$ cat config.mk
export PLATFORM = sky130hd
export DESIGN_NAME = player_motion_ctrl_flat
export DESIGN_NICKNAME = d
export VERILOG_FILES = /design/src/rtl/player_motion_ctrl_pkg.sv /design/src/rtl/player_motion_ctrl_if.sv /design/src/rtl/player_motion_ctrl_frame_tick_gen.sv /design/src/rtl/player_motion_ctrl.sv /design/src/flat_wrapper.sv
export SDC_FILE = /design/constraint.sdc
export NUM_CORES = 1
export LEC_CHECK = 0
export BUFFER_PORTS_ARGS = -buffer_cell sky130_fd_sc_hd__buf_2
export CAP_MARGIN = 25
export CORE_AREA = 2 2 92 72
export CTS_BUF_LIST = sky130_fd_sc_hd__clkbuf_4 sky130_fd_sc_hd__clkbuf_8 sky130_fd_sc_hd__clkbuf_16
export DETAILED_ROUTE_END_ITERATION = 10
export DIE_AREA = 0 0 94 74
export GPL_ROUTABILITY_DRIVEN = 0
export PLACE_DENSITY_LB_ADDON = 0.12
export SLEW_MARGIN = 20
export SYNTH_ARGS = -nofsm -noshare
export SYNTH_HDL_FRONTEND = slang
export SYNTH_HIERARCHICAL = 1
export SYNTH_SLANG_ARGS = --single-unit
$ cat constraint.sdc
create_clock -name pclk -period 2.5 [get_ports pclk]
set_input_delay 0.25 -clock pclk [delete_from_list [all_inputs] [get_ports pclk]]
set_output_delay 0.25 -clock pclk [all_outputs]
set_load 0.02 [all_outputs]
$ cat src/rtl/player_motion_ctrl_pkg.sv
// Shared constants, state type and helpers for the player movement engine.
// Optional feature macro: PLAYER_CTRL_AI_EN (adds the ball-following AI inputs).
package player_motion_ctrl_pkg;

    localparam logic [11:0]        X_MIN    = 12'd592;
    localparam logic [11:0]        X_MAX    = 12'd944;
    localparam logic [11:0]        X_START  = 12'd800;
    localparam logic [11:0]        Y_GROUND = 12'd680;
    localparam logic signed [12:0] H_SPEED  = 13'sd4;
    localparam logic signed [7:0]  JUMP_V   = 8'sd18;
    localparam logic signed [7:0]  GRAVITY  = 8'sd1;

    typedef enum logic {
        GROUND = 1'b0,
        AIR    = 1'b1
    } state_t;

    // Sign-extend the 8-bit velocity to the 13-bit position arithmetic width.
    function automatic logic signed [12:0] widen_vy(input logic signed [7:0] v);
        return {{5{v[7]}}, v};
    endfunction

    // Horizontal step done in 13-bit signed so a step below zero cannot wrap, then clamped to the court.
    function automatic logic [11:0] step_x(input logic [11:0] x, input logic signed [12:0] d);
        logic signed [12:0] s;
        s = $signed({1'b0, x}) + d;
        if (s < $signed({1'b0, X_MIN})) return X_MIN;
        if (s > $signed({1'b0, X_MAX})) return X_MAX;
        return s[11:0];
    endfunction

endpackage

$ cat src/rtl/player_motion_ctrl_if.sv
// Control/position bundle between the game logic (master) and the movement engine (slave).
// With PLAYER_CTRL_AI_EN defined the bundle also carries ai_mode and ball_xpos.
interface player_motion_ctrl_if;
    logic        vblnk_in;
    logic        btn_left;
    logic        btn_right;
    logic        btn_jump;
    logic        freeze;
    logic        respawn;
    logic [11:0] xpos;
    logic [11:0] ypos;
    logic        in_air;
    logic        pos_valid;
`ifdef PLAYER_CTRL_AI_EN
    logic        ai_mode;
    logic [11:0] ball_xpos;

    modport master (
        output vblnk_in, btn_left, btn_right, btn_jump, freeze, respawn, ai_mode, ball_xpos,
        input  xpos, ypos, in_air, pos_valid
    );
    modport slave (
        input  vblnk_in, btn_left, btn_right, btn_jump, freeze, respawn, ai_mode, ball_xpos,
        output xpos, ypos, in_air, pos_valid
    );
`else
    modport master (
        output vblnk_in, btn_left, btn_right, btn_jump, freeze, respawn,
        input  xpos, ypos, in_air, pos_valid
    );
    modport slave (
        input  vblnk_in, btn_left, btn_right, btn_jump, freeze, respawn,
        output xpos, ypos, in_air, pos_valid
    );
`endif
endinterface

$ cat src/rtl/player_motion_ctrl_frame_tick_gen.sv
// Frame tick generator: one-cycle pulse one pclk after each rising edge of vblnk.
module frame_tick_gen (
    input  logic pclk,
    input  logic rst,
    input  logic vblnk_in,
    output logic tick
);

    logic vblnk_d;

    // Delay vblnk by one cycle and register the rising-edge detect as the tick.
    always_ff @(posedge pclk or negedge rst) begin
        if (!rst) begin
            vblnk_d <= 1'b0;
            tick    <= 1'b0;
        end else begin
            vblnk_d <= vblnk_in;
            tick    <= vblnk_in & ~vblnk_d;
        end
    end

endmodule

$ cat src/rtl/player_motion_ctrl.sv
// Per-player movement engine: frame-rate horizontal motion, jump ballistics, court clamping.
// Optional feature macro: PLAYER_CTRL_AI_EN (ball-following steering and auto-jump).
module player_motion_ctrl
    import player_motion_ctrl_pkg::*;
(
    input  logic                 pclk,
    input  logic                 rst,
    player_motion_ctrl_if.slave  bus
);

    logic               tick;
    state_t             state, state_nxt;
    logic [11:0]        xpos, xpos_nxt;
    logic [11:0]        ypos, ypos_nxt;
    logic signed [7:0]  vy, vy_nxt;
    logic               jump_prev, jump_prev_nxt;
    logic               pos_valid, pos_valid_nxt;
    logic               move_left, move_right, jump_req;
    logic signed [12:0] y_sum;

    frame_tick_gen u_tick (
        .pclk     (pclk),
        .rst      (rst),
        .vblnk_in (bus.vblnk_in),
        .tick     (tick)
    );

`ifdef PLAYER_CTRL_AI_EN
    logic signed [12:0] ball_dx;
    assign ball_dx = $signed({1'b0, bus.ball_xpos}) - $signed({1'b0, xpos});

    // Select movement requests: AI steers toward the ball with an 8 px deadband, else buttons.
    always_comb begin
        move_left  = bus.btn_left;
        move_right = bus.btn_right;
        jump_req   = bus.btn_jump;
        if (bus.ai_mode) begin
            move_left  = (ball_dx < -13'sd8);
            move_right = (ball_dx > 13'sd8);
            jump_req   = (ball_dx > -13'sd32) && (ball_dx < 13'sd32);
        end
    end
`else
    assign move_left  = bus.btn_left;
    assign move_right = bus.btn_right;
    assign jump_req   = bus.btn_jump;
`endif

    // State and position registers.
    always_ff @(posedge pclk or negedge rst) begin
        if (!rst) begin
            state     <= GROUND;
            xpos      <= X_START;
            ypos      <= Y_GROUND;
            vy        <= 8'sd0;
            jump_prev <= 1'b0;
            pos_valid <= 1'b0;
        end else begin
            state     <= state_nxt;
            xpos      <= xpos_nxt;
            ypos      <= ypos_nxt;
            vy        <= vy_nxt;
            jump_prev <= jump_prev_nxt;
            pos_valid <= pos_valid_nxt;
        end
    end

    // Next-state logic: respawn beats freeze and tick; motion only on unfrozen ticks.
    always_comb begin
        state_nxt     = state;
        xpos_nxt      = xpos;
        ypos_nxt      = ypos;
        vy_nxt        = vy;
        jump_prev_nxt = jump_prev;
        pos_valid_nxt = 1'b0;
        y_sum         = $signed({1'b0, ypos}) + widen_vy(vy);

        if (bus.respawn) begin
            state_nxt     = GROUND;
            xpos_nxt      = X_START;
            ypos_nxt      = Y_GROUND;
            vy_nxt        = 8'sd0;
            pos_valid_nxt = 1'b1;
        end else if (tick && !bus.freeze) begin
            pos_valid_nxt = 1'b1;
            jump_prev_nxt = jump_req;

            if (move_left && !move_right)
                xpos_nxt = step_x(xpos, -H_SPEED);
            else if (move_right && !move_left)
                xpos_nxt = step_x(xpos, H_SPEED);

            case (state)
                GROUND: begin
                    // Launch tick already applies the first step and one gravity increment.
                    if (jump_req && !jump_prev) begin
                        state_nxt = AIR;
                        ypos_nxt  = 12'($signed({1'b0, ypos}) - widen_vy(JUMP_V));
                        vy_nxt    = GRAVITY - JUMP_V;
                    end
                end
                AIR: begin
                    if (y_sum >= $signed({1'b0, Y_GROUND})) begin
                        state_nxt = GROUND;
                        ypos_nxt  = Y_GROUND;
                        vy_nxt    = 8'sd0;
                    end else begin
                        ypos_nxt  = y_sum[11:0];
                        vy_nxt    = vy + GRAVITY;
                    end
                end
            endcase
        end
    end

    assign bus.xpos      = xpos;
    assign bus.ypos      = ypos;
    assign bus.in_air    = (state == AIR);
    assign bus.pos_valid = pos_valid;

endmodule

$ cat src/flat_wrapper.sv
// flat-port wrapper written by rule: the top's interface ports become plain ports
module player_motion_ctrl_flat import player_motion_ctrl_pkg::*;
  (pclk, rst, bus_vblnk_in, bus_btn_left, bus_btn_right, bus_btn_jump, bus_freeze, bus_respawn, bus_xpos, bus_ypos, bus_in_air, bus_pos_valid);
  player_motion_ctrl_if bus_i ();
  input  logic pclk;
  input  logic rst;
  input wire logic [$bits(bus_i.vblnk_in)-1:0] bus_vblnk_in;
  input wire logic [$bits(bus_i.btn_left)-1:0] bus_btn_left;
  input wire logic [$bits(bus_i.btn_right)-1:0] bus_btn_right;
  input wire logic [$bits(bus_i.btn_jump)-1:0] bus_btn_jump;
  input wire logic [$bits(bus_i.freeze)-1:0] bus_freeze;
  input wire logic [$bits(bus_i.respawn)-1:0] bus_respawn;
  output wire logic [$bits(bus_i.xpos)-1:0] bus_xpos;
  output wire logic [$bits(bus_i.ypos)-1:0] bus_ypos;
  output wire logic [$bits(bus_i.in_air)-1:0] bus_in_air;
  output wire logic [$bits(bus_i.pos_valid)-1:0] bus_pos_valid;
  assign bus_i.vblnk_in = bus_vblnk_in;
  assign bus_i.btn_left = bus_btn_left;
  assign bus_i.btn_right = bus_btn_right;
  assign bus_i.btn_jump = bus_btn_jump;
  assign bus_i.freeze = bus_freeze;
  assign bus_i.respawn = bus_respawn;
  assign bus_xpos = bus_i.xpos;
  assign bus_ypos = bus_i.ypos;
  assign bus_in_air = bus_i.in_air;
  assign bus_pos_valid = bus_i.pos_valid;
  player_motion_ctrl u_core (.pclk(pclk), .rst(rst), .bus(bus_i));
endmodule
==> metrics.txt, run 1 <==
commonest non-fill, non-tap cell in the layout=buf_4; Die Ht=74 um; Least-Margin Pin Slew=819.2 ps; CP Class=reg2reg; Synth async-reset ratio=1.000; crit path max fanout=5; non-filler cells, final=577; Worst Path Required=2720 ps; core area=6100 um2; # H-tree levels=2; initial DRC count=305; Final WS setup=-250.5 ps; RSZ-0062 raised after global routing=true; Synth Warn #=6; power share of the clock group=0.160; routed vias/inst=6.071; most frequent cells in the layout=80 x buf_4, 37 x nand2_1, 31 x buf_2; WP data arrival=2970 ps; share of layout cells above drive strength 1=0.4133; nets=520; CTS root buf=clkbuf_8; ys flop type=dfrtp_1; n_diodes=0; Num CTS Buffers=5; Final Hold Viols=0; total negative slack=-4396 ps; clk sinks=35; Int Pwr=0.001920 W; Netlist cell types=67; Post-Route WL=10,350 um; Leakage Power=2.021 nW; #FFs+latches synth=35; sw frac=0.4227; Post-synth EDFFs=0; Synth top area share=0.2232; Area growth, synth to finish=41.33%; drt drc=0; violated checks=negative setup slack; first-pass GRT wire length=15,980 um; Seq pwr share=0.225; Comb pwr share=0.615; status=complete, but fails checks; peak supply drop=0.5199 mV; Highest Clock Rate=363.6 MHz; crit start category=register; worst skew pair latency=300 ps; initial antenna violation count=0; Rows=25; Hold-fix buffers, CTS=0; hold slack=45.39 ps; CTS tree=built; total power draw=0.003326 W; Boundary Pins=34; Inst Count DP=555; dominant cell type by area after synthesis=dfrtp_1; Finished Core Util=0.7274; largest net degree at the start of global routing=36; Worst-path clk slew=80 ps; CP endpoint kind=register; Slowest Stage Delay on Critical Path=400 ps; skew final=7.385 ps; Tcrit/Tclk final=1.100; drt wl/cell=17.93 um; # setup viols final=26; Cells after Synth=389; maxcap violations=0; Post-Syn Area=3139 um2; dominant cells by area after synthesis=dfrtp_1 22%, ha_1 6.4%, dfstp_2 5.9%; Die ar.=6956 um2; Final ANT Viol Nets=0; Avg Cell Area, Syn=8.070 um2; HPWL Detailed=6946 um; Net Switching=0.001406 W; via count=3,503; chip width=94 um; Worst path slowest cell=dfrtp_1; register area share after synthesis=0.2818; vias in the first global route=3,263; PD cells=749.7 nW/um2; fin. max-slew vios=0; CTS Buffer Depth=2; cell chain of the critical path=ha_4 > inv_2 > fa_2 > nand2b_4 > a211oi_4 > nor2b_1 > o21ai_1 > nand3_1 > a21oi_2 > o31ai_4 > buf_6 > nand4_1 > a21oi_1; Buffers on Ports=31; fin crit period=2750 ps; gr ovfl total=0; Hold Path Class=in2async; max_slew headroom=0.4539; total track usage=0.2914; initial core utilization=0.5147; First-pass DRT Iterations=4
per-stage QoR:
| stage | worst slack [ps] | cell area, um2 |
|---|---|---|
| detailed placement | -325.5 | 3914 |
| global route | -382.0 | 4437 |
| CTS | -125.3 | 4192 |
| finish | -250.5 | 4437 |
| floorplan | -184.1 | 3218 |
| global placement | -204.1 | 3914 |
worst paths after layout:
check,from,end,slack (ps),cells after the start
worst max-delay path,u_core/vy[0]$_DFFE_PN0P_,u_core/bus.ypos[0]$_DFFE_PN0P_,-250,13
worst min-delay path,rst,u_core/bus.ypos[8]$_DFFE_PN0P_,50,1
worst max register to register,u_core/vy[0]$_DFFE_PN0P_,u_core/bus.ypos[0]$_DFFE_PN0P_,-250,13
worst min register to register,u_core/u_tick/vblnk_d$_DFF_PN0_,u_core/u_tick/tick$_DFF_PN0_,460,1
max in group asynchronous,rst,u_core/bus.xpos[3]$_DFFE_PN0P_,1890,1
min in group pclk,bus_vblnk_in,u_core/u_tick/vblnk_d$_DFF_PN0_,70,1
timing repair:
item                       4_1_cts  5_1_grt
buffers inserted                 5       10
pin swaps                       13       18
cloned                           1        0
setup endpoints to repair       25       28
gates resized for setup         33       41
Yosys cell counts, types with 11 or more instances:
library cell,instances
ha_1,16
xor2_1,13
nor3_1,15
xnor2_1,15
nor2_1,23
a21oi_1,32
inv_1,16
nand3_1,15
o21ai_0,28
nand2_1,39
dfrtp_1,28
nand2b_1,11
final cells by class:
type	instances	area (um2)
clock buffer	5	68.82
clock inverter	3	43.79
fill	476	1663
inverter	16	60.06
multi-input combinational	322	2464
sequential	35	889.6
tap	81	101.3
timing repair buffer	115	809.5
sequential cells by signal (all words and copies together) (netlist names):
register / cells
u_core/bus.in_air: 1
u_core/vy: 8
u_core/jump_prev: 1
u_core/bus.pos_valid: 1
u_core/u_tick/tick: 1
u_core/u_tick/vblnk_d: 1
u_core/bus.ypos: 12
u_core/bus.xpos: 10
layer usage:
layer / vias up / GRT usage / routed length (um)
li1: 1613 / - / -
met1: 1722 / 0.4393 / 4797
met2: 157 / 0.4349 / 4717
met3: 11 / 0.05775 / 723
met4: 0 / 0.06602 / 108
met5: - / 0 / 0
critical path: cells and delay by family, from the launching register on:
kind	cells	cell delay, ps
AOI/OAI and AO/OA	5	920
and+or+nand+nor	4	640
DFF	1	400
buffers and inverters	2	220
adders and majority gates	2	490
power groups by stage:
stage	Combinational [W]	Clock, W	Sequential [W]
after floorplan	0.000816	0	0.000877
final	0.00204	0.000533	0.000749
after CTS	0.00181	0.000540	0.000744
after global placement	0.00155	0	0.000750
after global routing	0.00217	0.000570	0.000757
after detailed placement	0.00158	0	0.000755
cells by family after synthesis:
logic type | after synthesis | synth area share
other cells | 1 | 0.001195
buf+inv | 33 | 0.04743
xor+xnor | 28 | 0.07812
flops | 35 | 0.2818
mux | 3 | 0.009964
compound gates | 122 | 0.2583
simple gates | 150 | 0.2531
fa+ha+maj | 17 | 0.07015
Power figures use the tool's default switching activity.
==> run 2: changes to the inputs <==
- ABC_AREA: default -> 1
- CORE_AREA: 2 2 92 72 -> 2 2 94 73
- DIE_AREA: 0 0 94 74 -> 0 0 96 75
==> metrics.txt, run 2 <==
dominant cells by area after synthesis=dfrtp_1 21%, nand2_1 19%, inv_1 7.9% (was dfrtp_1 22%, ha_1 6.4%, dfstp_2 5.9%); via count=3,459 (was 3,503); largest net degree at the start of global routing=36 (unchanged); Die Ht=75 um (was 74 um); Post-synth EDFFs=0 (unchanged); initial antenna violation count=0 (unchanged); Final ANT Viol Nets=0 (unchanged); Synth Area in Compound Gates=0.09656 (was 0.2583); Finished Core Util=0.6153 (was 0.7274); Post-Synth XOR/XNOR Area=0.05697 (was 0.07812); r2r setup slk=160 ps (was -250 ps); CP Class=reg2reg (unchanged); status=completed (was complete, but fails checks); Post-Syn Area=3382 um2 (was 3139 um2); cell chain of the critical path=ha_1 > a21oi_2 > nor2_1 > nor2_2 > nand2_2 > inv_2 > o21ai_2 > or2_4 > nand2_4 > nand3_4 > nand3_2 > o21ai_1 (was ha_4 > inv_2 > fa_2 > nand2b_4 > a211oi_4 > nor2b_1 > o21ai_1 > nand3_1 > a21oi_2 > o31ai_4 > buf_6 > nand4_1 > a21oi_1); Synth async-reset ratio=1.000 (unchanged); Largest Register=u_core/bus.ypos (unchanged); first-pass GRT wire length=14,710 um (was 15,980 um); Least-Margin Pin Slew=832.0 ps (was 819.2 ps); Die ar.=7200 um2 (was 6956 um2); Final WS setup=164.1 ps (was -250.5 ps); Buffers on Ports=31 (unchanged); Cells after Synth=521 (was 389); CP bufs+invs=1 (was 2); crit start category=register (unchanged); Hold-fix buffers, CTS=0 (unchanged); Placed Area=3672 um2 (was 3914 um2); vias in the first global route=3,044 (was 3,263); most frequent cells in the layout=167 x nand2_1, 71 x inv_1, 39 x nor2_1 (was 80 x buf_4, 37 x nand2_1, 31 x buf_2); Final Hold Viols=0 (unchanged); total power draw=0.001520 W (was 0.003326 W); largest family of logic cells by synthesized area=simple AND/OR/NAND/NOR gates (was compound AO/OA/AOI/OAI gates); Synth top area share=0.2072 (was 0.2232); simple-gate share of the synthesized area=0.4121 (was 0.2531); CTS Buffer Depth=2 (unchanged); Leakage Power=2.055 nW (was 2.021 nW); RSZ-0062 raised after global routing=false (was true); cell area after layout=3830 um2 (was 4437 um2); clk sinks=35 (unchanged); core area=6225 um2 (was 6100 um2); ys flop type=dfrtp_1 (unchanged); total track usage=0.2678 (was 0.2914); maxcap violations=0 (unchanged); Synth Warn #=6 (unchanged); initial DRC count=318 (was 305); drt wl/cell=14.13 um (was 17.93 um); #FFs+latches synth=35 (unchanged); PD cells=397.0 nW/um2 (was 749.7 nW/um2); peak supply drop=0.2422 mV (was 0.5199 mV); CTS tree=built (unchanged); commonest non-fill, non-tap cell in the layout=nand2_1 (was buf_4); share of layout cells above drive strength 1=0.2032 (was 0.4133); Worst-path clk slew=70 ps (was 80 ps); dominant cell type by area after synthesis=dfrtp_1 (unchanged); CP endpoint kind=register (unchanged); # setup viols final=0 (was 26); fin crit period=2336 ps (was 2750 ps); Place WS=72.78 ps (was -325.5 ps); Boundary Pins=34 (unchanged); # H-tree levels=2 (unchanged); total negative slack=0 ps (was -4396 ps); Top delay family on crit path=simple AND/OR/NAND/NOR gates (was compound AO/OA/AOI/OAI gates); HPWL Detailed=6971 um (was 6946 um); CTS root buf=clkbuf_8 (unchanged); gr ovfl total=0 (unchanged); register area share after synthesis=0.2616 (was 0.2818); Hold Path Class=in2async (unchanged); chip width=96 um (was 94 um); nets=590 (was 520); Netlist cell types=39 (was 67); fin. max-slew vios=0 (unchanged); max_slew headroom=0.4454 (was 0.4539); n_diodes=0 (unchanged); skew final=8.259 ps (was 7.385 ps); Rows=25 (unchanged); First-pass DRT Iterations=5 (was 4); Highest Clock Rate=428.1 MHz (was 363.6 MHz); Worst path slowest cell=dfstp_2 (was dfrtp_1); DR top layer=met4 (unchanged); mux cell area share after synthesis=0 (was 0.009964); Area growth, synth to finish=13.24% (was 41.33%); WP data arrival=2500 ps (was 2970 ps); crit path max fanout=8 (was 5); max reg flops=12 (unchanged); Worst Path Required=2660 ps (was 2720 ps); Slowest Stage Delay on Critical Path=580 ps (was 400 ps); most frequent cells after synthesis=169 x nand2_1, 71 x inv_1, 39 x nor2_1, 33 x nand3_1, 28 x dfrtp_1 (was 39 x nand2_1, 32 x a21oi_1, 28 x dfrtp_1, 28 x o21ai_0, 23 x nor2_1); drt drc=0 (unchanged); Post-Route WL=9141 um (was 10,350 um); Tcrit/Tclk final=0.9343 (was 1.100); Avg Cell Area, Syn=6.491 um2 (was 8.070 um2); initial core utilization=0.5433 (was 0.5147); worst skew pair latency=290 ps (was 300 ps); met1 WL=4791 um (was 4797 um); Post-Synth Adder-Cell Area=0.06511 (was 0.07015); most common cell in the netlist=nand2_1 (unchanged); Top Registers=u_core/bus.ypos x12, u_core/bus.xpos x10, u_core/vy x8 (unchanged); routed vias/inst=5.346 (was 6.071); metal3 WL=662 um (was 723 um); routed length on met2=3639 um (was 4717 um); Num CTS Buffers=5 (unchanged)
-- run 2: per-stage QoR --
stage	hold slack [ps]	cells
after floorplan	-45.59	522
after global placement	374.1	637
after detailed placement	378.3	637
after CTS	71.76	645
after global routing	66.55	647
final	53.26	647
-- run 2: worst paths after layout --
check	from	endpoint	cells past startpoint
worst min register to register	u_core/u_tick/vblnk_d$_DFF_PN0_	u_core/u_tick/tick$_DFF_PN0_	1
min in group pclk	bus_vblnk_in	u_core/u_tick/vblnk_d$_DFF_PN0_	1
worst max-delay path	u_core/bus.ypos[5]$_DFFE_PN1P_	u_core/bus.ypos[1]$_DFFE_PN0P_	12
worst min-delay path	rst	u_core/bus.ypos[1]$_DFFE_PN0P_	1
max in group asynchronous	rst	u_core/vy[5]$_DFFE_PN0P_	1
worst max register to register	u_core/bus.ypos[5]$_DFFE_PN1P_	u_core/bus.ypos[1]$_DFFE_PN0P_	12
-- run 2: power breakdown --
group,internal (W),switching [W],leakage (nW)
registers,0.000595,0.0000282,0.453
logic,0.000144,0.000285,1.55
clock network,0.000263,0.000206,0.0549
total,0.00100,0.000520,2.05
-- run 2: logic make-up after synthesis --
group	Yosys count
simple gates	299
buf+inv	88
compound gates	59
flops	35
xor+xnor	22
fa+ha+maj	17
other cells	1
-- run 2: final cells by class --
type	count	area (um2)
fillers	606	2395
clock buffers	8	103.9
inverters	78	292.8
multi-input cells	401	2195
repair buffers	44	252.7
flip-flops and latches	35	884.6
well taps	81	101.3
-- run 2: timing repair --
action / CTS / global route
resized for setup: 0 / 8
endpoints found under the hold margin: 0 / 0
buffers inserted: 0 / 0
endpoints found under the setup margin: 0 / 17
-- run 2: layer usage --
layer	track usage	vias up
li1	-	1735
met1	0.4255	1576
met2	0.3781	142
met3	0.04404	6
met4	0.05556	0
met5	0	-
